--- src/rtl/mdu_pkg.sv ---
// Shared constants and encodings for the multiply/divide unit.
package mdu_pkg;
  localparam int XLEN  = 32;
  localparam int CNT_W = 6;

  typedef enum logic [2:0] {
    ST_IDLE = 3'd0,
    ST_MULT = 3'd1,
    ST_DIV  = 3'd2,
    ST_FIX  = 3'd3,
    ST_FIN  = 3'd4
  } state_e;

  localparam logic OP_MULT = 1'b0;
  localparam logic OP_DIV  = 1'b1;
endpackage

--- src/rtl/mdu_abs_neg.sv ---
// Conditional two's-complement negate; used for operand magnitudes and result sign fix-up.
module mdu_abs_neg
  import mdu_pkg::*;
(
  input  logic [XLEN-1:0] val_i,
  input  logic            neg_i,
  output logic [XLEN-1:0] val_o
);
  assign val_o = neg_i ? (~val_i + XLEN'(1)) : val_i;
endmodule

--- src/rtl/mult_div_unit.sv ---
// Multicycle signed multiply (radix-2 Booth) and divide (restoring, magnitude + sign fix-up).
// Handshake: a start strobe is accepted only in IDLE; done pulses one cycle with hi/lo valid.
module mult_div_unit
  import mdu_pkg::*;
(
  input  logic            clk,
  input  logic            reset,
  input  logic            mult_start,
  input  logic            div_start,
  input  logic [XLEN-1:0] op_a,
  input  logic [XLEN-1:0] op_b,
  output logic [XLEN-1:0] hi,
  output logic [XLEN-1:0] lo,
  output logic            busy,
  output logic            done,
  output logic            div_zero,
  output state_e          state_dbg
);
  state_e            state_q, state_d;
  logic [CNT_W-1:0]  cnt_q, cnt_d;
  // acc holds the Booth accumulator for mult and the partial remainder for div.
  logic [XLEN:0]     acc_q, acc_d;
  logic [XLEN-1:0]   q_q, q_d;
  logic              q1_q, q1_d;
  logic [XLEN-1:0]   mcand_q, mcand_d;
  logic              zero_q, zero_d;
  logic              neg_quo_q, neg_quo_d;
  logic              neg_rem_q, neg_rem_d;
  logic [XLEN-1:0]   hi_q, hi_d, lo_q, lo_d;
  logic              busy_q, busy_d, done_q, done_d, dz_q, dz_d;

  logic [XLEN-1:0]   abs_a, abs_b, quo_fix, rem_fix;
  logic [XLEN:0]     mcand_ext, booth_sum, rem_sh, trial;
  logic              op_sel;

  mdu_abs_neg u_abs_a (.val_i(op_a),               .neg_i(op_a[XLEN-1]), .val_o(abs_a));
  mdu_abs_neg u_abs_b (.val_i(op_b),               .neg_i(op_b[XLEN-1]), .val_o(abs_b));
  mdu_abs_neg u_fix_q (.val_i(q_q),                .neg_i(neg_quo_q),    .val_o(quo_fix));
  mdu_abs_neg u_fix_r (.val_i(acc_q[XLEN-1:0]),    .neg_i(neg_rem_q),    .val_o(rem_fix));

  assign op_sel    = mult_start ? OP_MULT : OP_DIV;
  assign mcand_ext = {mcand_q[XLEN-1], mcand_q};

  always_comb begin
    state_d   = state_q;
    cnt_d     = cnt_q;
    acc_d     = acc_q;
    q_d       = q_q;
    q1_d      = q1_q;
    mcand_d   = mcand_q;
    zero_d    = zero_q;
    neg_quo_d = neg_quo_q;
    neg_rem_d = neg_rem_q;
    hi_d      = hi_q;
    lo_d      = lo_q;
    busy_d    = busy_q;
    done_d    = 1'b0;
    dz_d      = 1'b0;
    booth_sum = acc_q;
    rem_sh    = '0;
    trial     = '0;
    case (state_q)
      ST_IDLE: begin
        if (mult_start || div_start) begin
          busy_d = 1'b1;
          cnt_d  = '0;
          acc_d  = '0;
          zero_d = 1'b0;
          if (op_sel == OP_MULT) begin
            mcand_d = op_a;
            q_d     = op_b;
            q1_d    = 1'b0;
            state_d = ST_MULT;
          end else if (op_b == '0) begin
            zero_d  = 1'b1;
            state_d = ST_FIN;
          end else begin
            mcand_d   = abs_b;
            q_d       = abs_a;
            neg_quo_d = op_a[XLEN-1] ^ op_b[XLEN-1];
            neg_rem_d = op_a[XLEN-1];
            state_d   = ST_DIV;
          end
        end
      end
      ST_MULT: begin
        case ({q_q[0], q1_q})
          2'b01:   booth_sum = acc_q + mcand_ext;
          2'b10:   booth_sum = acc_q - mcand_ext;
          default: booth_sum = acc_q;
        endcase
        acc_d = {booth_sum[XLEN], booth_sum[XLEN:1]};
        q_d   = {booth_sum[0], q_q[XLEN-1:1]};
        q1_d  = q_q[0];
        cnt_d = cnt_q + CNT_W'(1);
        if (cnt_q == CNT_W'(XLEN - 1)) state_d = ST_FIN;
      end
      ST_DIV: begin
        rem_sh = {acc_q[XLEN-1:0], q_q[XLEN-1]};
        trial  = rem_sh - {1'b0, mcand_q};
        acc_d  = trial[XLEN] ? rem_sh : trial;
        q_d    = {q_q[XLEN-2:0], ~trial[XLEN]};
        cnt_d  = cnt_q + CNT_W'(1);
        if (cnt_q == CNT_W'(XLEN - 1)) state_d = ST_FIX;
      end
      ST_FIX: begin
        q_d     = quo_fix;
        acc_d   = {1'b0, rem_fix};
        state_d = ST_FIN;
      end
      ST_FIN: begin
        busy_d  = 1'b0;
        done_d  = 1'b1;
        state_d = ST_IDLE;
        // Mult and div both leave the high word in acc and the low word in q.
        if (zero_q) begin
          dz_d = 1'b1;
        end else begin
          hi_d = acc_q[XLEN-1:0];
          lo_d = q_q;
        end
      end
      default: state_d = ST_IDLE;
    endcase
  end

  always_ff @(posedge clk) begin
    if (reset) begin
      state_q   <= ST_IDLE;
      cnt_q     <= '0;
      acc_q     <= '0;
      q_q       <= '0;
      q1_q      <= 1'b0;
      mcand_q   <= '0;
      zero_q    <= 1'b0;
      neg_quo_q <= 1'b0;
      neg_rem_q <= 1'b0;
      hi_q      <= '0;
      lo_q      <= '0;
      busy_q    <= 1'b0;
      done_q    <= 1'b0;
      dz_q      <= 1'b0;
    end else begin
      state_q   <= state_d;
      cnt_q     <= cnt_d;
      acc_q     <= acc_d;
      q_q       <= q_d;
      q1_q      <= q1_d;
      mcand_q   <= mcand_d;
      zero_q    <= zero_d;
      neg_quo_q <= neg_quo_d;
      neg_rem_q <= neg_rem_d;
      hi_q      <= hi_d;
      lo_q      <= lo_d;
      busy_q    <= busy_d;
      done_q    <= done_d;
      dz_q      <= dz_d;
    end
  end

  assign hi        = hi_q;
  assign lo        = lo_q;
  assign busy      = busy_q;
  assign done      = done_q;
  assign div_zero  = dz_q;
  assign state_dbg = state_q;
endmodule

--- config.mk ---
export PLATFORM = sky130hd
export DESIGN_NAME = mult_div_unit
export DESIGN_NICKNAME = d
export VERILOG_FILES = /design/src/rtl/mdu_pkg.sv /design/src/rtl/mdu_abs_neg.sv /design/src/rtl/mult_div_unit.sv
export SDC_FILE = /design/constraint.sdc
export NUM_CORES = 1
export LEC_CHECK = 0
export CORE_UTILIZATION = 65
export CTS_CLUSTER_DIAMETER = 150
export DETAILED_ROUTE_END_ITERATION = 8
export DONT_BUFFER_PORTS = 1
export PLACE_DENSITY = 0.8
export SYNTH_ARGS = -nofsm -noshare
export SYNTH_HDL_FRONTEND = slang
export SYNTH_HIERARCHICAL = 1
export SYNTH_SLANG_ARGS = --single-unit
export TNS_END_PERCENT = 30
--- constraint.sdc ---
create_clock -name clk -period 5.3 [get_ports clk]
set_clock_uncertainty 0.15 [all_clocks]
set_input_delay 1.325 -clock clk [delete_from_list [all_inputs] [get_ports clk]]
set_output_delay 1.325 -clock clk [all_outputs]
set_load 0.01 [all_outputs]
### Word-level counts from Yosys, hierarchy flattened

Index checks and enable logic that the tools add are counted.

* eq/ne operators: 15
* add/sub/neg operators: 8
* reductions and logical operators: 20
* bitwise gates (word level): 10
* mux-type cells: 31

Operator list (number)
* $mux W32: 9
* $pmux W33 S4: 1
* $add A32 B1 Y32 const B: 4
* $not A32 Y32: 4
* $pmux W32 S4: 1
* $mux W33: 2
* $pmux W33 S2: 1
* $add A33 B33 Y33: 1
* $sub A33 B32 Y33: 1
* $sub A33 B33 Y33: 1
* $logic_not A32 Y1: 1
* $mux W3: 5
* $ne A2 B2 Y1 const B: 7
* $pmux W3 S4: 1
* $pmux W6 S2: 1
* $reduce_and A3 Y1: 4
* $reduce_and A2 Y1: 5
* $reduce_and A4 Y1: 2
* $mux W1: 7
* $add A6 B1 Y6 const B: 1
* $eq A3 B2 Y1 const B: 2
* $eq A6 B5 Y1 const B: 1
* $mux W6: 1
* $reduce_bool A2 Y1: 3
* other kinds (12): 18

* output and inout bits: 70
* word-level logic and storage cells: 99
* bits in registers: 177

### Longest topological paths before layout

* depth in word-level cells: 7
* gate-level depth with buffers: 22
* depth with buffers taken out: 20

### Modules after synthesis

Netlist, hierarchy kept.

By module, submodules not included
* mult_div_unit: cells an instance 1665, area each 12639.6 sq um, times used 1
* mdu_abs_neg: cells an instance 99, area each 777.0 sq um, times used 4

### Worst setup path after synthesis

No wires, ideal clock.

* path type: register to register
* start point: reg q_q[31]
* end point: reg acc_q[29]
* slack: 893 ps
* arrival time: 4195 ps
* cell stages (with the launch flop): 20
* required time: 5087 ps
* clock period less this slack: 4407 ps
* buffers on the path: 1
* path through: dfxtp_1 -> inv_1 -> ha_1 -> inv_1 -> fa_1 -> a211oi_1 -> o21ai_1 -> a31oi_1 -> o21a_1 -> o31ai_1 -> a21o_1 -> and2_1 -> nor3_1 -> o31ai_1 -> ha_1 -> clkbuf_1 -> nand2_1 -> or4b_2 -> o32a_1 -> nand3_1

* cells in the longest elaborated chain, start to end: 3

RTL lines
* from (decl): RTL line mult_div_unit.sv:23 `logic [XLEN-1:0] q_q, q_d;`
* from (signal assigned): RTL line mult_div_unit.sv:147 `q_q <= q_d;`
* $sub A33 B32 Y33: RTL line mult_div_unit.sv:100 `trial = rem_sh - {1'b0, mcand_q};`
* $mux W33: RTL line mult_div_unit.sv:101 `acc_d = trial[XLEN] ? rem_sh : trial;`
* $pmux W33 S4: RTL line mult_div_unit.sv:62 `case (state_q)`
* to (signal assigned): RTL line mult_div_unit.sv:131 `acc_q <= '0;`
* to (signal assigned): RTL line mult_div_unit.sv:146 `acc_q <= acc_d;`
* to (decl): RTL line mult_div_unit.sv:22 `logic [XLEN:0] acc_q, acc_d;`

No other way between the ends.
A chain may end at the register's enable or synchronous reset.

### Worst setup path in the final report

* start point: reg q_q[31]
* end point: reg acc_q[26]

Same word-level chain as after synthesis.

==> Flow_metrics.wiki <==
{| class="wikitable"
! Metric !! Value
|-
| Number of setup buffers added after CTS || 0
|-
| Crit Path Max Fanout || 17
|-
| Vias per Instance || 6.81
|-
| Arrival time at the worst endpoint || 4.93 ns
|-
| RSZ-0062 raised after global routing || false
|-
| Antenna violations before repair || 1
|-
| Count of final setup violators || 0
|-
| Syn_area_per_cell || 7.64 um2
|-
| Iter 0 DRT Violations || 1,682
|-
| Worst relative slew slack || 22.6%
|-
| Crit. Startpoint || q_q[31]
|-
| Horizontal die dimension || 158 um
|-
| Final instance count without filler cells || 2,318
|-
| Final number of hold-violating endpoints || 0
|-
| Switching power summed over all nets || 2.45 mW
|-
| Initial core utilization || 66.7%
|-
| Post-synthesis sequential area ratio || 22.5%
|-
| Power per cell area || 340 nW/um2
|-
| Post-CTS Resized || 0
|-
| Half-perimeter wire length after detailed placement || 37,200 um
|-
| Max stage delay on crit path || 0.43 ns
|-
| Number of cell rows || 56
|-
| Routed length on met1 || 19,400 um
|-
| Post-route setup TNS || 0 ns
|-
| Dpl cells || 2,286
|-
| Pint || 3.19 mW
|-
| Maximum count of clock buffers along a single path || 2
|-
| Clock tree from TritonCTS || yes
|-
| Number of buffers inserted by port buffering || 0
|-
| Core region area || 23,600 um2
|-
| Clock-pin slew reported for the worst setup and hold paths after clock tree synthesis || 0.08 ns
|-
| Highest layer used for signal routing || met4
|-
| Main flop type after synthesis || sky130_fd_sc_hd__dfxtp_1
|-
| Number of buffers added to fix hold violations after cts || 0
|-
| Final worst path period share || 89.6%
|-
| Minimum clock period after layout || 4.75 ns
|-
| Startpoint class of the critical path || register
|-
| Wire length reported by the detailed router || 50,300 um
|-
| Multi-input gate area in the final layout || 11,500 um2
|-
| First-pass GRT wire length || 77,700 um
|-
| Final number of max-transition violations || 0
|-
| Hold slack || 0.329 ns
|-
| Worst setup path class || reg2reg
|-
| Clk sink count || 177
|-
| Proportion of total power due to net switching || 43.4%
|-
| Detailed Routing Iterations Pass 1 || 6
|-
| Portion of total power attributed to combinational logic || 46.0%
|-
| Master of the slowest instance on the critical path || sky130_fd_sc_hd__fa_1
|-
| Worst hold path class || reg2reg
|-
| Final ANT Viol Nets || 0
|-
| Latest clock arrival within the worst-skew pair || 0.45 ns
|-
| Clock root buffer || sky130_fd_sc_hd__clkbuf_16
|-
| Highest clock frequency the design can meet || 210 MHz
|-
| Number of different library cells in the post-synthesis netlist || 69
|-
| CP Data Required Time || 5.48 ns
|-
| Synth Cell Area || 15,700 um2
|-
| Htree depth || 4
|-
| Peak supply drop || 0.000231 V
|-
| Run status || completed
|-
| Height of the die || 158 um
|-
| Number of violations of the max-capacitance limit || 0
|-
| Final Power || 5.63 mW
|-
| Vias after detailed routing || 15,800
|-
| Startpoint of the worst register-to-register path || q_q[31]
|-
| Vias in the first global route || 14,700
|-
| Startpoint of the tightest hold check path || cnt_q[5]
|-
| Average detailed-routed wire length per instance || 21.7 um
|-
| Warnings from Yosys || 6
|-
| Share of final-layout standard cells stronger than drive strength 1 || 8.20%
|-
| Leakage power || 6.07 nW
|-
| GPL Wtd Cong || 1.00
|-
| Layout overhead on the synthesized area || 5.07%
|-
| Pin count of the biggest net entering global routing || 184
|-
| Flip-flop and latch count after synthesis || 177
|-
| Layout net count || 2,128
|-
| Register share of total power || 30.3%
|-
| Met3 Routed Length || 4100 um
|-
| Post-synthesis net count || 2,203
|-
| Clock network power share || 23.8%
|-
| Die footprint || 24,900 um2
|-
| Wire length on met2 || 23,300 um
|-
| Post-synthesis instance total || 2,061
|-
| Count of boundary I/O pins || 138
|-
| Sequence of cells on the critical path || inv_1 -> ha_1 -> inv_1 -> fa_1 -> a211oi_1 -> o21ai_1 -> a31oi_1 -> o21a_1 -> o31ai_1 -> a21o_1 -> and2_1 -> nor3_1 -> o31ai_1 -> ha_1 -> nor2_1 -> buf_4 -> a222oi_1 -> nand2_1 -> a221oi_1 -> nor2_1
|-
| Critical Path Sink Type || register
|-
| Fill cell count || 2,078
|-
| Total global-route track usage || 40.3%
|-
| Number of antenna diodes || 0
|-
| Count of flip-flops with a built-in enable after synthesis || 0
|-
| Total global routing overflow || 0
|-
| Sequential cell area in the final layout || 3540 um2
|-
| Number of buffers added by the clock tree synthesis step || 17
|-
| DRC violations left || 0
|-
| Share of async-settable or async-resettable flops after synthesis || 0%
|-
| Worst-margin pin slew || 1.16 ns
|}
-- critical path, delay by kind of cell (launching register included) --
kind	cells	cell delay, ns
buf+inv	3	0.34
simple gates	5	0.63
flops	1	0.37
compound gates	9	2.14
fa+ha+maj	3	1.00
-- layer usage --
metal  track usage, %  vias up
met4             29.1        0
li1                 -     7424
met3             7.09      192
met2             65.5      780
met1             47.8     7401
met5                0        -
-- cell usage in the layout, fill, tap and decap left out, drive strengths merged, types with 17 or more instances in the layout --
cell type / instances
nor2: 153
a21oi: 230
clkbuf: 17
ha: 72
o41ai: 37
a211oi: 42
xor2: 19
a31oi: 18
nand2b: 21
o221ai: 32
a22oi: 29
dfxtp: 177
o31ai: 39
nand2: 305
buf: 35
nor3: 27
xnor2: 182
mux2i: 72
nor4: 37
o21ai: 96
inv: 61
nand4: 25
a21o: 27
mux2: 42
nand3: 28
-- power groups by stage --
stage / Combinational, mW / Clock [mW] / Sequential, mW
floorplan: 2.01 / 0 / 1.64
global placement: 2.48 / 0 / 1.72
detailed placement: 2.52 / 0 / 1.72
CTS: 2.54 / 1.34 / 1.69
global route: 2.81 / 1.40 / 1.72
finish: 2.59 / 1.34 / 1.70
-- logic make-up after synthesis --
group,share of synthesized area [%]
flip-flops,22.5
multiplexers,7.58
AND/OR/NAND/NOR,21.4
XOR/XNOR,11.2
AO/OA/AOI/OAI,26.8
buffers and inverters,4.50
adder cells (fa/ha/maj),5.97
-- flip-flops by register name, indices dropped and copies added, names as in the netlist --
signal and cells:
neg_rem_q 1, q1_q 1, state_dbg 3, cnt_q 6
zero_q 1, neg_quo_q 1, mcand_q 32, done 1
q_q 32, div_zero 1, busy 1, hi 32
lo 32, acc_q 33
-- metrics by stage --
stage	worst slack (ns)	utilization (%)	cell area, um2
2_1_floorplan	0.893	-	15700
3_3_place_gp	0.739	67.5	15900
3_5_place_dp	0.642	67.5	15900
4_1_cts	0.618	70.1	16500
5_1_grt	0.211	70.1	16500
6_report	0.549	70.1	16500
-- area by class of cell --
type	instances	share of cell area [%]
clock buffer	17	2.57
clock inverter	15	1.14
inverter	53	1.20
multi-input combinational	1702	69.7
sequential	177	21.4
tap	319	2.41
timing repair buffer	35	1.59
-- Yosys cell counts (9+ instances only) --
| master | number | area (um2) |
|---|---|---|
| sky130_fd_sc_hd__ha_1 | 72 | 901 |
| sky130_fd_sc_hd__a31oi_1 | 18 | 113 |
| sky130_fd_sc_hd__nor4_1 | 21 | 131 |
| sky130_fd_sc_hd__o211ai_1 | 10 | 75.1 |
| sky130_fd_sc_hd__xnor2_1 | 182 | 1590 |
| sky130_fd_sc_hd__o21ai_0 | 91 | 455 |
| sky130_fd_sc_hd__a21o_1 | 27 | 203 |
| sky130_fd_sc_hd__xor2_1 | 19 | 166 |
| sky130_fd_sc_hd__mux2_2 | 42 | 473 |
| sky130_fd_sc_hd__a21oi_1 | 230 | 1150 |
| sky130_fd_sc_hd__a22oi_1 | 29 | 218 |
| sky130_fd_sc_hd__clkbuf_1 | 104 | 390 |
| sky130_fd_sc_hd__a211oi_1 | 42 | 315 |
| sky130_fd_sc_hd__nor2_1 | 153 | 574 |
| sky130_fd_sc_hd__o31ai_1 | 38 | 285 |
| sky130_fd_sc_hd__o221ai_1 | 32 | 280 |
| sky130_fd_sc_hd__buf_1 | 16 | 60.1 |
| sky130_fd_sc_hd__nand2b_1 | 21 | 131 |
| sky130_fd_sc_hd__o41ai_2 | 16 | 260 |
| sky130_fd_sc_hd__dfxtp_1 | 177 | 3540 |
| sky130_fd_sc_hd__and3_1 | 12 | 75.1 |
| sky130_fd_sc_hd__o41ai_1 | 21 | 184 |
| sky130_fd_sc_hd__nor2b_1 | 14 | 87.6 |
| sky130_fd_sc_hd__nand4_1 | 25 | 156 |
| sky130_fd_sc_hd__nor4_4 | 16 | 340 |
| sky130_fd_sc_hd__nand2_1 | 305 | 1140 |
| sky130_fd_sc_hd__a222oi_1 | 16 | 160 |
| sky130_fd_sc_hd__mux2i_1 | 72 | 721 |
| sky130_fd_sc_hd__inv_1 | 53 | 199 |
| sky130_fd_sc_hd__a41oi_1 | 9 | 78.8 |
| sky130_fd_sc_hd__nand3_1 | 28 | 140 |
| sky130_fd_sc_hd__nor3_1 | 26 | 130 |
-- worst paths after layout --
kind	endpoint	slack (ns)	depth (start not counted)
worst max register to register	acc_q[26]	0.55	20
worst min register to register	cnt_q[5]	0.33	1
worst min-delay path	cnt_q[5]	0.33	1
worst max-delay path	acc_q[26]	0.55	20
Note: power is estimated with default switching activity, not from simulation.
